### config.mk
export PLATFORM = sky130hd
export DESIGN_NAME = input_buffer_ctrl_flat
export DESIGN_NICKNAME = d
export VERILOG_FILES = /design/src/rtl/input_buffer_ctrl_if.sv /design/src/rtl/input_buffer_ctrl.sv /design/src/flat_wrapper.sv
export SDC_FILE = /design/constraint.sdc
export NUM_CORES = 1
export LEC_CHECK = 0
export ABC_CLOCK_PERIOD_IN_PS = 8300
export BUFFER_PORTS_ARGS = -buffer_cell sky130_fd_sc_hd__buf_2
export CAP_MARGIN = 10
export CORE_MARGIN = 2
export CORE_UTILIZATION = 53
export CTS_CLUSTER_SIZE = 24
export DETAILED_ROUTE_END_ITERATION = 16
export PLACE_DENSITY = 0.77
export SLEW_MARGIN = 20
export SYNTH_ARGS = -nofsm -noshare
export SYNTH_HDL_FRONTEND = slang
export SYNTH_SLANG_ARGS = --single-unit
### constraint.sdc
create_clock -name clk -period 8.3 [get_ports clk]
set_clock_uncertainty 0.05 [all_clocks]
set_input_delay 1.66 -clock clk [delete_from_list [all_inputs] [get_ports clk]]
set_output_delay 1.66 -clock clk [all_outputs]
set_load 0.005 [all_outputs]
### src/rtl/input_buffer_ctrl_if.sv
// Bundles the pixel input stream, buffer port and PE tap stream of input_buffer_ctrl.
// stall_cycles exists only when IBC_PERF_CNT_EN is defined.
interface input_buffer_ctrl_if #(
    parameter int DATA_WIDTH = 8,
    parameter int ADDR_W     = 6
);
    logic                  start;
    logic                  in_valid;
    logic                  in_ready;
    logic [DATA_WIDTH-1:0] in_data;
    logic                  buf_write_en;
    logic [ADDR_W-1:0]     buf_write_addr;
    logic [DATA_WIDTH-1:0] buf_data_in;
    logic [ADDR_W-1:0]     buf_read_addr;
    logic [DATA_WIDTH-1:0] buf_data_out;
    logic                  px_valid;
    logic                  px_ready;
    logic [DATA_WIDTH-1:0] px_data;
    logic                  px_last_tap;
    logic                  frame_done;
    logic                  busy;
`ifdef IBC_PERF_CNT_EN
    logic [15:0]           stall_cycles;
`endif

    // master is the sequencer; slave is the surrounding source, buffer and PE
    modport master (
        input  start, in_valid, in_data, buf_data_out, px_ready,
        output in_ready, buf_write_en, buf_write_addr, buf_data_in,
               buf_read_addr, px_valid, px_data, px_last_tap, frame_done, busy
`ifdef IBC_PERF_CNT_EN
        , output stall_cycles
`endif
    );

    modport slave (
        output start, in_valid, in_data, buf_data_out, px_ready,
        input  in_ready, buf_write_en, buf_write_addr, buf_data_in,
               buf_read_addr, px_valid, px_data, px_last_tap, frame_done, busy
`ifdef IBC_PERF_CNT_EN
        , input stall_cycles
`endif
    );
endinterface

### src/rtl/input_buffer_ctrl.sv
// Fills the input buffer with one raster frame, then streams every KERNEL x KERNEL window to the PE.
// Define IBC_PERF_CNT_EN to add the saturating stall_cycles counter.
module input_buffer_ctrl #(
    parameter int DATA_WIDTH = 8,
    parameter int SIZE       = 64,
    parameter int IMG_W      = 8,
    parameter int KERNEL     = 3
) (
    input  logic                clk,
    input  logic                rst_n,
    input_buffer_ctrl_if.master bus
);
    localparam int IMG_H  = SIZE / IMG_W;
    localparam int ADDR_W = $clog2(SIZE);
    localparam int CNT_W  = ADDR_W + 1;

    localparam logic [CNT_W-1:0]  K_MAX       = CNT_W'(KERNEL - 1);
    localparam logic [CNT_W-1:0]  OUT_COL_MAX = CNT_W'(IMG_W - KERNEL);
    localparam logic [CNT_W-1:0]  OUT_ROW_MAX = CNT_W'(IMG_H - KERNEL);
    localparam logic [CNT_W-1:0]  IMG_W_C     = CNT_W'(IMG_W);
    localparam logic [ADDR_W-1:0] LAST_ADDR   = ADDR_W'(SIZE - 1);

    typedef enum logic [1:0] {ST_IDLE, ST_FILL, ST_SCAN, ST_DONE} state_t;

    state_t             state_reg, state_next;
    logic [ADDR_W-1:0]  wr_addr_reg, wr_addr_next;
    logic [ADDR_W-1:0]  rd_addr_reg, rd_addr_next;
    logic [CNT_W-1:0]   r_reg, r_next;
    logic [CNT_W-1:0]   c_reg, c_next;
    logic [CNT_W-1:0]   kr_reg, kr_next;
    logic [CNT_W-1:0]   kc_reg, kc_next;
    logic               in_ready;
    logic               px_valid;
    logic               last_tap;
    logic               last_window;

    assign last_tap    = (kr_reg == K_MAX) && (kc_reg == K_MAX);
    assign last_window = (r_reg == OUT_ROW_MAX) && (c_reg == OUT_COL_MAX);

    always_ff @(posedge clk or negedge rst_n) begin
        if (!rst_n) begin
            state_reg <= ST_IDLE;
        end else begin
            state_reg <= state_next;
        end
    end

    always_comb begin
        state_next   = state_reg;
        wr_addr_next = wr_addr_reg;
        rd_addr_next = rd_addr_reg;
        r_next       = r_reg;
        c_next       = c_reg;
        kr_next      = kr_reg;
        kc_next      = kc_reg;
        in_ready     = 1'b0;
        px_valid     = 1'b0;
        case (state_reg)
            ST_IDLE: begin
                if (bus.start) begin
                    state_next   = ST_FILL;
                    wr_addr_next = '0;
                    rd_addr_next = '0;
                    r_next       = '0;
                    c_next       = '0;
                    kr_next      = '0;
                    kc_next      = '0;
                end
            end
            ST_FILL: begin
                in_ready = 1'b1;
                if (bus.in_valid) begin
                    // the pointer parks on the last address instead of wrapping
                    if (wr_addr_reg == LAST_ADDR) begin
                        state_next = ST_SCAN;
                    end else begin
                        wr_addr_next = wr_addr_reg + 1'b1;
                    end
                end
            end
            ST_SCAN: begin
                px_valid = 1'b1;
                if (bus.px_ready) begin
                    if (kc_reg != K_MAX) begin
                        kc_next = kc_reg + 1'b1;
                    end else begin
                        kc_next = '0;
                        if (kr_reg != K_MAX) begin
                            kr_next = kr_reg + 1'b1;
                        end else begin
                            kr_next = '0;
                            if (c_reg != OUT_COL_MAX) begin
                                c_next = c_reg + 1'b1;
                            end else begin
                                c_next = '0;
                                r_next = (r_reg != OUT_ROW_MAX) ? r_reg + 1'b1 : '0;
                            end
                        end
                    end
                    // after the final tap every counter wraps, leaving the address at 0
                    rd_addr_next = ADDR_W'((r_next + kr_next) * IMG_W_C + c_next + kc_next);
                    if (last_tap && last_window) begin
                        state_next = ST_DONE;
                    end
                end
            end
            ST_DONE: begin
                state_next = ST_IDLE;
            end
            default: begin
                state_next = ST_IDLE;
            end
        endcase
    end

    always_ff @(posedge clk or negedge rst_n) begin
        if (!rst_n) begin
            wr_addr_reg <= '0;
            rd_addr_reg <= '0;
            r_reg       <= '0;
            c_reg       <= '0;
            kr_reg      <= '0;
            kc_reg      <= '0;
        end else begin
            wr_addr_reg <= wr_addr_next;
            rd_addr_reg <= rd_addr_next;
            r_reg       <= r_next;
            c_reg       <= c_next;
            kr_reg      <= kr_next;
            kc_reg      <= kc_next;
        end
    end

    assign bus.in_ready       = in_ready;
    assign bus.buf_write_en   = bus.in_valid & in_ready;
    assign bus.buf_write_addr = wr_addr_reg;
    assign bus.buf_data_in    = bus.in_data;
    assign bus.buf_read_addr  = rd_addr_reg;
    assign bus.px_valid       = px_valid;
    assign bus.px_data        = bus.buf_data_out;
    assign bus.px_last_tap    = px_valid & last_tap;
    assign bus.frame_done     = (state_reg == ST_DONE);
    assign bus.busy           = (state_reg != ST_IDLE);

`ifdef IBC_PERF_CNT_EN
    logic [15:0] stall_cnt_reg, stall_cnt_next;

    always_comb begin
        stall_cnt_next = stall_cnt_reg;
        if ((state_reg == ST_IDLE) && bus.start) begin
            stall_cnt_next = '0;
        end else if (px_valid && !bus.px_ready && (stall_cnt_reg != 16'hFFFF)) begin
            stall_cnt_next = stall_cnt_reg + 1'b1;
        end
    end

    always_ff @(posedge clk or negedge rst_n) begin
        if (!rst_n) begin
            stall_cnt_reg <= '0;
        end else begin
            stall_cnt_reg <= stall_cnt_next;
        end
    end

    assign bus.stall_cycles = stall_cnt_reg;
`endif
endmodule

### src/flat_wrapper.sv
// flat-port wrapper written by rule: the top's interface ports become plain ports
module input_buffer_ctrl_flat 
#(
    parameter int DATA_WIDTH = 8,
    parameter int SIZE       = 64,
    parameter int IMG_W      = 8,
    parameter int KERNEL     = 3
)
  (clk, rst_n, bus_start, bus_in_valid, bus_in_data, bus_buf_data_out, bus_px_ready, bus_in_ready, bus_buf_write_en, bus_buf_write_addr, bus_buf_data_in, bus_buf_read_addr, bus_px_valid, bus_px_data, bus_px_last_tap, bus_frame_done, bus_busy);
  input_buffer_ctrl_if #(.DATA_WIDTH(DATA_WIDTH), .ADDR_W((6))) bus_i ();
  input  logic clk;
  input  logic rst_n;
  input wire logic [$bits(bus_i.start)-1:0] bus_start;
  input wire logic [$bits(bus_i.in_valid)-1:0] bus_in_valid;
  input wire logic [$bits(bus_i.in_data)-1:0] bus_in_data;
  input wire logic [$bits(bus_i.buf_data_out)-1:0] bus_buf_data_out;
  input wire logic [$bits(bus_i.px_ready)-1:0] bus_px_ready;
  output wire logic [$bits(bus_i.in_ready)-1:0] bus_in_ready;
  output wire logic [$bits(bus_i.buf_write_en)-1:0] bus_buf_write_en;
  output wire logic [$bits(bus_i.buf_write_addr)-1:0] bus_buf_write_addr;
  output wire logic [$bits(bus_i.buf_data_in)-1:0] bus_buf_data_in;
  output wire logic [$bits(bus_i.buf_read_addr)-1:0] bus_buf_read_addr;
  output wire logic [$bits(bus_i.px_valid)-1:0] bus_px_valid;
  output wire logic [$bits(bus_i.px_data)-1:0] bus_px_data;
  output wire logic [$bits(bus_i.px_last_tap)-1:0] bus_px_last_tap;
  output wire logic [$bits(bus_i.frame_done)-1:0] bus_frame_done;
  output wire logic [$bits(bus_i.busy)-1:0] bus_busy;
  assign bus_i.start = bus_start;
  assign bus_i.in_valid = bus_in_valid;
  assign bus_i.in_data = bus_in_data;
  assign bus_i.buf_data_out = bus_buf_data_out;
  assign bus_i.px_ready = bus_px_ready;
  assign bus_in_ready = bus_i.in_ready;
  assign bus_buf_write_en = bus_i.buf_write_en;
  assign bus_buf_write_addr = bus_i.buf_write_addr;
  assign bus_buf_data_in = bus_i.buf_data_in;
  assign bus_buf_read_addr = bus_i.buf_read_addr;
  assign bus_px_valid = bus_i.px_valid;
  assign bus_px_data = bus_i.px_data;
  assign bus_px_last_tap = bus_i.px_last_tap;
  assign bus_frame_done = bus_i.frame_done;
  assign bus_busy = bus_i.busy;
  input_buffer_ctrl #(.DATA_WIDTH(DATA_WIDTH), .SIZE(SIZE), .IMG_W(IMG_W), .KERNEL(KERNEL)) u_core (.clk(clk), .rst_n(rst_n), .bus(bus_i));
endmodule
==> reports/results.tsv, run 1 <==
stage	metric	value	unit
status	status	completed	
clock_tree	Max H-tree Level	2	
grt	global route overflow	0	
synthesis	Top FF cell, synth	dfrtp_1	
synthesis	Yosys top cell by area	dfrtp_1	
critical_path	Critical Path Max Stage Delay	0.50	ns
finish	area of the multi-input gates	1660	um2
clock_tree	postcts setup bufs	0	
synthesis	Synth top area share	36.0	%
synthesis	register bit total from synthesis	42	
pwr	Power Density	218	nW/um2
floorplan	die area	6120	um2
critical_path	crit-path cells	inv_1 > ha_1 > nor2b_1 > and4_1 > nand2_1 > nor3_1 > a21o_1 > ha_1 > inv_1 > fa_1 > fa_1 > inv_1 > ha_1 > a21oi_1 > xnor3_1 > xnor2_1 > xnor3_1 > o21ai_1	
critical_path	Crit path max-delay family	adder cells	
clock_tree	Resize count post-CTS	0	
critical_path	Worst setup SP type	register	
clock_tree	Skew-Pair Late Insertion Delay	0.29	ns
routing	post-route DRC violation count	0	
finish	layout cells sized above 1	11.3	%
synthesis	synth top area cells	dfrtp_1, ha_1, o21ai_0	
routing	routed wire length	5900	um
timing	fin crit period	4.80	ns
grt	first-pass GRT wire length	10100	um
critical_path	top fanout value on the critical path	11	
synthesis	synthesized area per cell	9.16	um2
critical_path	slowest CP cell	fa_1	
synthesis	synthesized instance count	319	
clock_tree	CTS Hold Buffers Added	0	
routing	TritonRoute pass-1 iters	4	
timing	Setup TNS	0	ns
floorplan	CORE AREA	5410	um2
synthesis	area of the mapped netlist	2920	um2
timing	Final Hold Vio Count	0	
finish	nets@finish	372	
floorplan	Initial Util	54.1	%
synthesis	Async SR Flop Fraction	100	%
timing	RSZ-0062 raised after global routing	no	
floorplan	Rows	27	
finish	layout filler cell count	488	
clock_tree	clk slew on worst S/H paths	0.08	ns
pwr	leakage power	0.00144	uW
placed_design	Placed Cells	390	
routing	Via density	5.75	
floorplan	IO Count	55	
timing	final hold slack	0.436	ns
synthesis	synthesized net count	366	
grt	initial antenna violation count	0	
synthesis	most common cell in the netlist	dfrtp_1	
timing	post-route setup slack	3.50	ns
placed_design	Port Buf Inserts	22	
finish	ANT cells	0	
finish	Final Non-Filler Cells	398	
synthesis	sequential share of the synthesized area	36.0	%
finish	Sequential Area	1050	um2
critical_path	CP bufs+invs	3	
timing	crit share post-route	57.9	%
grt	largest net degree at the start of global routing	43	
critical_path	Setup CP Type	register to register	
clock_tree	cts bufs inserted	5	
routing	post-DR wirelength/cell	14.8	um
routing	Iteration-0 DRC Markers	144	
placed_design	post-DP HPWL	4370	um
floorplan	Die W	78.2	um
placed_design	GPL Wtd Cong	0.944	
timing	Worst slew margin	37.3	%
synthesis	Post-synth EDFFs	0	
finish	Layout Area Growth over Synthesis	4.84	%
clock_tree	CTS tree	done	
grt	All-Layer GR Usage	20.7	%
critical_path	CP required	8.47	ns
critical_path	Worst Setup End Kind	register	
clock_tree	clk buf depth	2	
synthesis	yosys warns	0	
routing	overall via count from detail_route	2289	
floorplan	Die Height	78.2	um
synthesis	Post-synth top cells	dfrtp_1, nand2_1, o21ai_0, ha_1, nor2_1	
grt	vias in the first global route	2177	
synthesis	post-synth cell types	50	
placed_design	worst slack at placement	3.52	ns
flow_run	Max Cap Viol	0	
pwr	Peak VDD IR	0.149	mV
routing	Final ANT Viol Nets	0	
timing	f_max	0.208	GHz
worst_hold_path	worst min path class	register to register	
clock_tree	clock root buffer	clkbuf_8	
clock_tree	clock sink total	42	
critical_path	CP arrival	4.97	ns
timing	slew of the pin with the lowest slew margin	0.941	ns
timing	Final Max Tran Viols	0	
timing	final count of negative-setup-slack endpoints	0	
==> cells in the final DEF (no fill, tap or decap), drive strengths merged, types with 2 or more instances in the layout <==
cell type  count
nand3         15
a31oi          3
nor4b          2
nor2          19
xnor2          8
and3           4
and2           5
fa             4
xor2           9
or3            3
nand2         37
a22o           6
or2            2
inv           15
o41ai          2
or4            2
nand2b         3
buf           22
nor4           2
o31ai          4
dfrtp         42
nor3           6
ha            22
xnor3          2
o22ai          4
mux2i          2
o21ai         31
a21o           5
nand4          8
nor2b          4
clkbuf         7
a21oi         13
==> worst paths after layout <==
path / startpoint / endpoint / slack [ns] / cells past startpoint
setup / recovery: u_core.kc_reg[0] / u_core.bus.buf_read_addr[5] / 3.50 / 18
hold / removal: u_core.bus.buf_read_addr[2] / u_core.bus.buf_read_addr[2] / 0.44 / 2
setup reg to reg: u_core.kc_reg[0] / u_core.bus.buf_read_addr[5] / 3.50 / 18
hold reg to reg: u_core.bus.buf_read_addr[2] / u_core.bus.buf_read_addr[2] / 0.44 / 2
max in group asynchronous: rst_n / u_core.r_reg[1] / 6.16 / 1
min in group asynchronous: rst_n / u_core.bus.buf_write_addr[1] / 1.46 / 1
==> worst reg2reg max path, cell delays in order, from the launching register on <==
cell     delay, ns
dfrtp_1       0.43
inv_1         0.10
ha_1          0.15
nor2b_1       0.35
and4_1        0.47
nand2_1       0.24
nor3_1        0.22
a21o_1        0.11
ha_1          0.13
inv_1         0.05
fa_1          0.46
fa_1          0.50
inv_1         0.04
ha_1          0.31
a21oi_1       0.17
xnor3_1       0.43
xnor2_1       0.17
xnor3_1       0.23
o21ai_1       0.13
==> area by class of cell <==
class / instances / share of cell area, %
multi-input cells: 239 / 54.3
flip-flops and latches: 42 / 34.3
repair buffers: 22 / 3.59
well taps: 72 / 2.94
clock buffers: 7 / 2.82
inverters: 15 / 1.84
clock inverters: 1 / 0.163
==> stage by stage <==
| stage | util, % | power, uW | cell area (um2) |
|---|---|---|---|
| 2_1_floorplan | - | 459 | 2920 |
| 3_3_place_gp | 55.0 | 528 | 2970 |
| 4_1_cts | 56.7 | 674 | 3060 |
| 5_1_grt | 56.7 | 723 | 3060 |
| 6_report | 56.7 | 667 | 3060 |
| 3_5_place_dp | 55.0 | 535 | 2970 |
==> cells by family after synthesis <==
| family | count (synthesis) | share of synthesized area (%) |
|---|---|---|
| fa+ha+maj | 26 | 12.2 |
| buf+inv | 38 | 7.07 |
| xor+xnor | 19 | 6.64 |
| compound gates | 74 | 15.6 |
| flops | 42 | 36.0 |
| mux | 3 | 1.07 |
| simple gates | 117 | 21.5 |
==> per-layer routing <==
| metal | vias to the layer above | routed length [um] | track usage (%) | share of wire (%) |
|---|---|---|---|---|
| met2 | 53 | 2860 | 34.8 | 48 |
| met5 | - | 0 | 0 | 0 |
| met4 | 0 | 93 | 6.14 | 1.6 |
| li1 | 1136 | - | - | - |
| met3 | 12 | 238 | 4.37 | 4.0 |
| met1 | 1088 | 2710 | 26.9 | 46 |
==> where the power goes <==
group	switching, uW	leakage [uW]	internal [uW]
sequential	28.4	0.000576	232
combinational	173	0.000814	96.3
clock	69.8	0.0000482	67.2
Power figures use the tool's default switching activity.
==> run 2: changes to the inputs <==
--- a/config.mk
+++ b/config.mk
@@ -5,14 +5,15 @@
 export SDC_FILE = /design/constraint.sdc
 export NUM_CORES = 1
 export LEC_CHECK = 0
-export ABC_CLOCK_PERIOD_IN_PS = 8300
+export ABC_AREA = 1
+export ABC_CLOCK_PERIOD_IN_PS = 4670
 export BUFFER_PORTS_ARGS = -buffer_cell sky130_fd_sc_hd__buf_2
 export CAP_MARGIN = 10
 export CORE_MARGIN = 2
 export CORE_UTILIZATION = 53
 export CTS_CLUSTER_SIZE = 24
 export DETAILED_ROUTE_END_ITERATION = 16
-export PLACE_DENSITY = 0.77
+export PLACE_DENSITY = 0.76
 export SLEW_MARGIN = 20
 export SYNTH_ARGS = -nofsm -noshare
 export SYNTH_HDL_FRONTEND = slang
==> constraint.sdc (replaced) <==
create_clock -name clk -period 4.67 [get_ports clk]
set_clock_uncertainty 0.05 [all_clocks]
set_input_delay 0.934 -clock clk [delete_from_list [all_inputs] [get_ports clk]]
set_output_delay 0.934 -clock clk [all_outputs]
set_load 0.005 [all_outputs]
==> reports/results.tsv, run 2 <==
stage	metric	value	unit	change
status	status	completed		
placed_design	post-DP HPWL	4840	um	+11%
critical_path	register-to-register path setup slack	0.92	ns	-2.58 ns
timing	slew of the pin with the lowest slew margin	0.926	ns	-0.0151 ns
synthesis	post-synth cell types	42		-16%
clock_tree	CTS tree	done		
timing	fin crit period	3.75	ns	-1.05 ns
routing	TritonRoute pass-1 iters	5		+1
clock_tree	clk slew on worst S/H paths	0.08	ns	about the same
critical_path	Critical Path Start	u_core.kc_reg[0]		
floorplan	Rows	27		unchanged
floorplan	Initial Util	55.6	%	+1.6 points
grt	vias in the first global route	2426		+11%
placed_design	Placed Instance Area	3180	um2	+7.2%
synthesis	area of the mapped netlist	3120	um2	+6.8%
worst_hold_path	WHS Endpoint	u_core.bus.buf_read_addr[0]		
synthesis	Post-synth EDFFs	0		unchanged
synthesis	Top FF cell, synth	dfrtp_1		
finish	ANT cells	0		unchanged
routing	WL met2	3000	um	+4.9%
timing	f_max	0.267	GHz	+28%
finish	final instance area	3260	um2	+6.5%
synthesis	most common cell in the netlist	nand2_1		
critical_path	CP arrival	3.89	ns	-1.08 ns
grt	largest net degree at the start of global routing	43		unchanged
synthesis	Synth top area share	33.7	%	-2.3 points
floorplan	CORE AREA	5610	um2	+3.8%
timing	Worst slew margin	38.3	%	+1.0 points
critical_path	CP required	4.81	ns	-3.66 ns
grt	initial antenna violation count	0		unchanged
clock_tree	cts bufs inserted	5		unchanged
finish	nets@finish	464		+25%
placed_design	Port Buf Inserts	22		unchanged
synthesis	Post-synth top cells	nand2_1, inv_1, dfrtp_1, nor2_1, nand3_1		
synthesis	yosys warns	0		unchanged
routing	Final ANT Viol Nets	0		unchanged
synthesis	register bit total from synthesis	42		unchanged
timing	Final Hold Vio Count	0		unchanged
grt	All-Layer GR Usage	21.4	%	+0.68 points
pwr	Peak VDD IR	0.325	mV	+120%
routing	post-DR wirelength/cell	13.0	um	-12%
worst_hold_path	worst min path class	register to register		
clock_tree	Max H-tree Level	2		unchanged
synthesis	synth top area cells	dfrtp_1, nand2_1, ha_1		
finish	area of the multi-input gates	1660	um2	-0.15%
routing	Via density	5.37		-6.6%
clock_tree	CTS Hold Buffers Added	0		unchanged
critical_path	crit-path cells	inv_1 > ha_1 > inv_1 > nor2_2 > nand3_4 > inv_4 > nand3_4 > inv_2 > nand2_1 > inv_1 > o21ai_0 > inv_1 > ha_1 > inv_1 > fa_1 > fa_1 > inv_1 > ha_1 > o21ai_0 > and2_1 > inv_1 > nand3_1 > nand3_1 > nand2_1		
timing	crit share post-route	80.3	%	+22 points
worst_hold_path	HP Start	u_core.bus.buf_read_addr[0]		
finish	Sequential Area	1050	um2	unchanged
floorplan	die area	6520	um2	+6.5%
critical_path	CP bufs+invs	9		+6
synthesis	synthesized area per cell	7.65	um2	-16%
clock_tree	Resize count post-CTS	0		unchanged
floorplan	Die Height	80.7	um	+3.2%
timing	post-route setup slack	0.921	ns	-2.58 ns
routing	met1 wire length	2970	um	+9.7%
finish	layout cells sized above 1	15.3	%	+4.0 points
finish	most common cell after layout, fill and taps aside	nand2_1		
timing	Setup TNS	0	ns	unchanged
clock_tree	Skew-Pair Late Insertion Delay	0.29	ns	about the same
timing	Final Max Tran Viols	0		unchanged
critical_path	slowest CP cell	fa_1		
critical_path	top fanout value on the critical path	10		-1
critical_path	R2R cell count	24		+6
routing	post-route DRC violation count	0		unchanged
timing	final hold slack	0.419	ns	-0.0174 ns
pwr	Power Density	513	nW/um2	+140%
grt	global route overflow	0		unchanged
critical_path	worst reg2reg path endpoint	u_core.bus.buf_read_addr[5]		
synthesis	synthesized instance count	408		+28%
floorplan	Die W	80.7	um	+3.2%
placed_design	worst slack at placement	0.943	ns	-2.57 ns
synthesis	sequential share of the synthesized area	33.7	%	-2.3 points
critical_path	cell mode on critical path	inv_1		
critical_path	Crit path max-delay family	adder cells		
pwr	leakage power	0.00169	uW	+17%
clock_tree	clk buf depth	2		unchanged
routing	WL met3	316	um	+33%
clock_tree	clock sink total	42		unchanged
finish	layout filler cell count	519		+6.4%
clock_tree	clock root buffer	clkbuf_8		
synthesis	Yosys top cell by area	dfrtp_1		
grt	first-pass GRT wire length	10900	um	+8.1%
critical_path	Worst Setup End Kind	register		
placed_design	GPL Wtd Cong	0.907		-4.0%
finish	most frequent cells in the layout	nand2_1, inv_1, dfrtp_1		
routing	overall via count from detail_route	2627		+15%
routing	Max Used Layer	met4		
critical_path	Critical Path Max Stage Delay	0.49	ns	about the same
routing	Iteration-0 DRC Markers	204		+42%
flow_run	Max Cap Viol	0		unchanged
clock_tree	postcts setup bufs	0		unchanged
timing	final count of negative-setup-slack endpoints	0		unchanged
critical_path	Worst setup SP type	register		
synthesis	Async SR Flop Fraction	100	%	unchanged
finish	Layout Area Growth over Synthesis	4.49	%	
synthesis	synthesized net count	455		+24%
worst_hold_path	Hold Crit Depth	2		unchanged
floorplan	IO Count	55		unchanged
timing	RSZ-0062 raised after global routing	no		
critical_path	Setup CP Type	register to register		
routing	routed wire length	6340	um	+7.5%
critical_path	reg2reg start	u_core.kc_reg[0]		
-- run 2: changes by cell type in the layout (fill, tap and decap cells not counted), moves of 5 or more --
| cell | before | now |
|---|---|---|
| inv_1 | 15 | 60 |
| nand2_1 | 37 | 78 |
| nand3_1 | 15 | 31 |
| nor2_1 | 19 | 32 |
| inv_2 | 0 | 9 |
| xnor2_1 | 8 | 1 |
| o22ai_1 | 4 | 10 |
| a22o_1 | 6 | 1 |
| nand2_2 | 0 | 5 |
-- run 2: power breakdown --
part	switching [uW]	total [uW]	leakage (uW)	internal, uW
Sequential	94.4	548	0.000566	454
Clock	119	222	0.0000383	103
Combinational	579	902	0.00108	323
-- run 2: through the flow --
| stage | util, % | total power (uW) | std cells |
|---|---|---|---|
| finish | 58.1 | 1670 | 489 |
| global route | 58.1 | 1840 | 489 |
| CTS | 58.1 | 1680 | 489 |
| detailed placement | 56.8 | 1460 | 482 |
| global placement | 56.8 | 1430 | 482 |
| floorplan | - | 1230 | 408 |
-- run 2: worst max-delay path by stage --
stage                                             end  slack [ns]  cells past startpoint
after floorplan           u_core.bus.buf_read_addr[5]        1.21                     24
after global placement    u_core.bus.buf_read_addr[5]        1.05                     24
after detailed placement  u_core.bus.buf_read_addr[5]        0.94                     24
after CTS                 u_core.bus.buf_read_addr[5]        0.93                     24
after global routing      u_core.bus.buf_read_addr[5]        0.62                     24
final                     u_core.bus.buf_read_addr[5]        0.92                     24
-- run 2: cells by family after synthesis --
group / after synthesis / synth area share, %
AO/OA/AOI/OAI: 62 / 11.7
XOR/XNOR: 6 / 1.68
adder cells (fa/ha/maj): 26 / 11.4
buffers and inverters: 91 / 13.1
flip-flops: 42 / 33.7
AND/OR/NAND/NOR: 181 / 28.5
-- run 2: final cells by class --
cell class	count	share of cell area, %
clock buffer	7	2.34
tap	72	2.76
multi-input combinational	275	51.0
timing repair buffer	22	3.38
sequential	42	32.2
inverter	71	8.33
-- run 2: worst reg2reg max path: cells and delay by family (launching register included) --
kind	cells	cell delay (ns)
adder cells (fa/ha/maj)	5	1.51
AND/OR/NAND/NOR	8	0.84
buffers and inverters	9	0.67
flip-flops	1	0.42
AO/OA/AOI/OAI	2	0.17
-- run 2: routing by layer --
| layer | track usage (%) | up-vias |
|---|---|---|
| li1 | - | 1329 |
| met1 | 28.6 | 1228 |
| met2 | 35.8 | 65 |
| met4 | 5.93 | 0 |
| met5 | 0 | - |
| met3 | 3.67 | 5 |
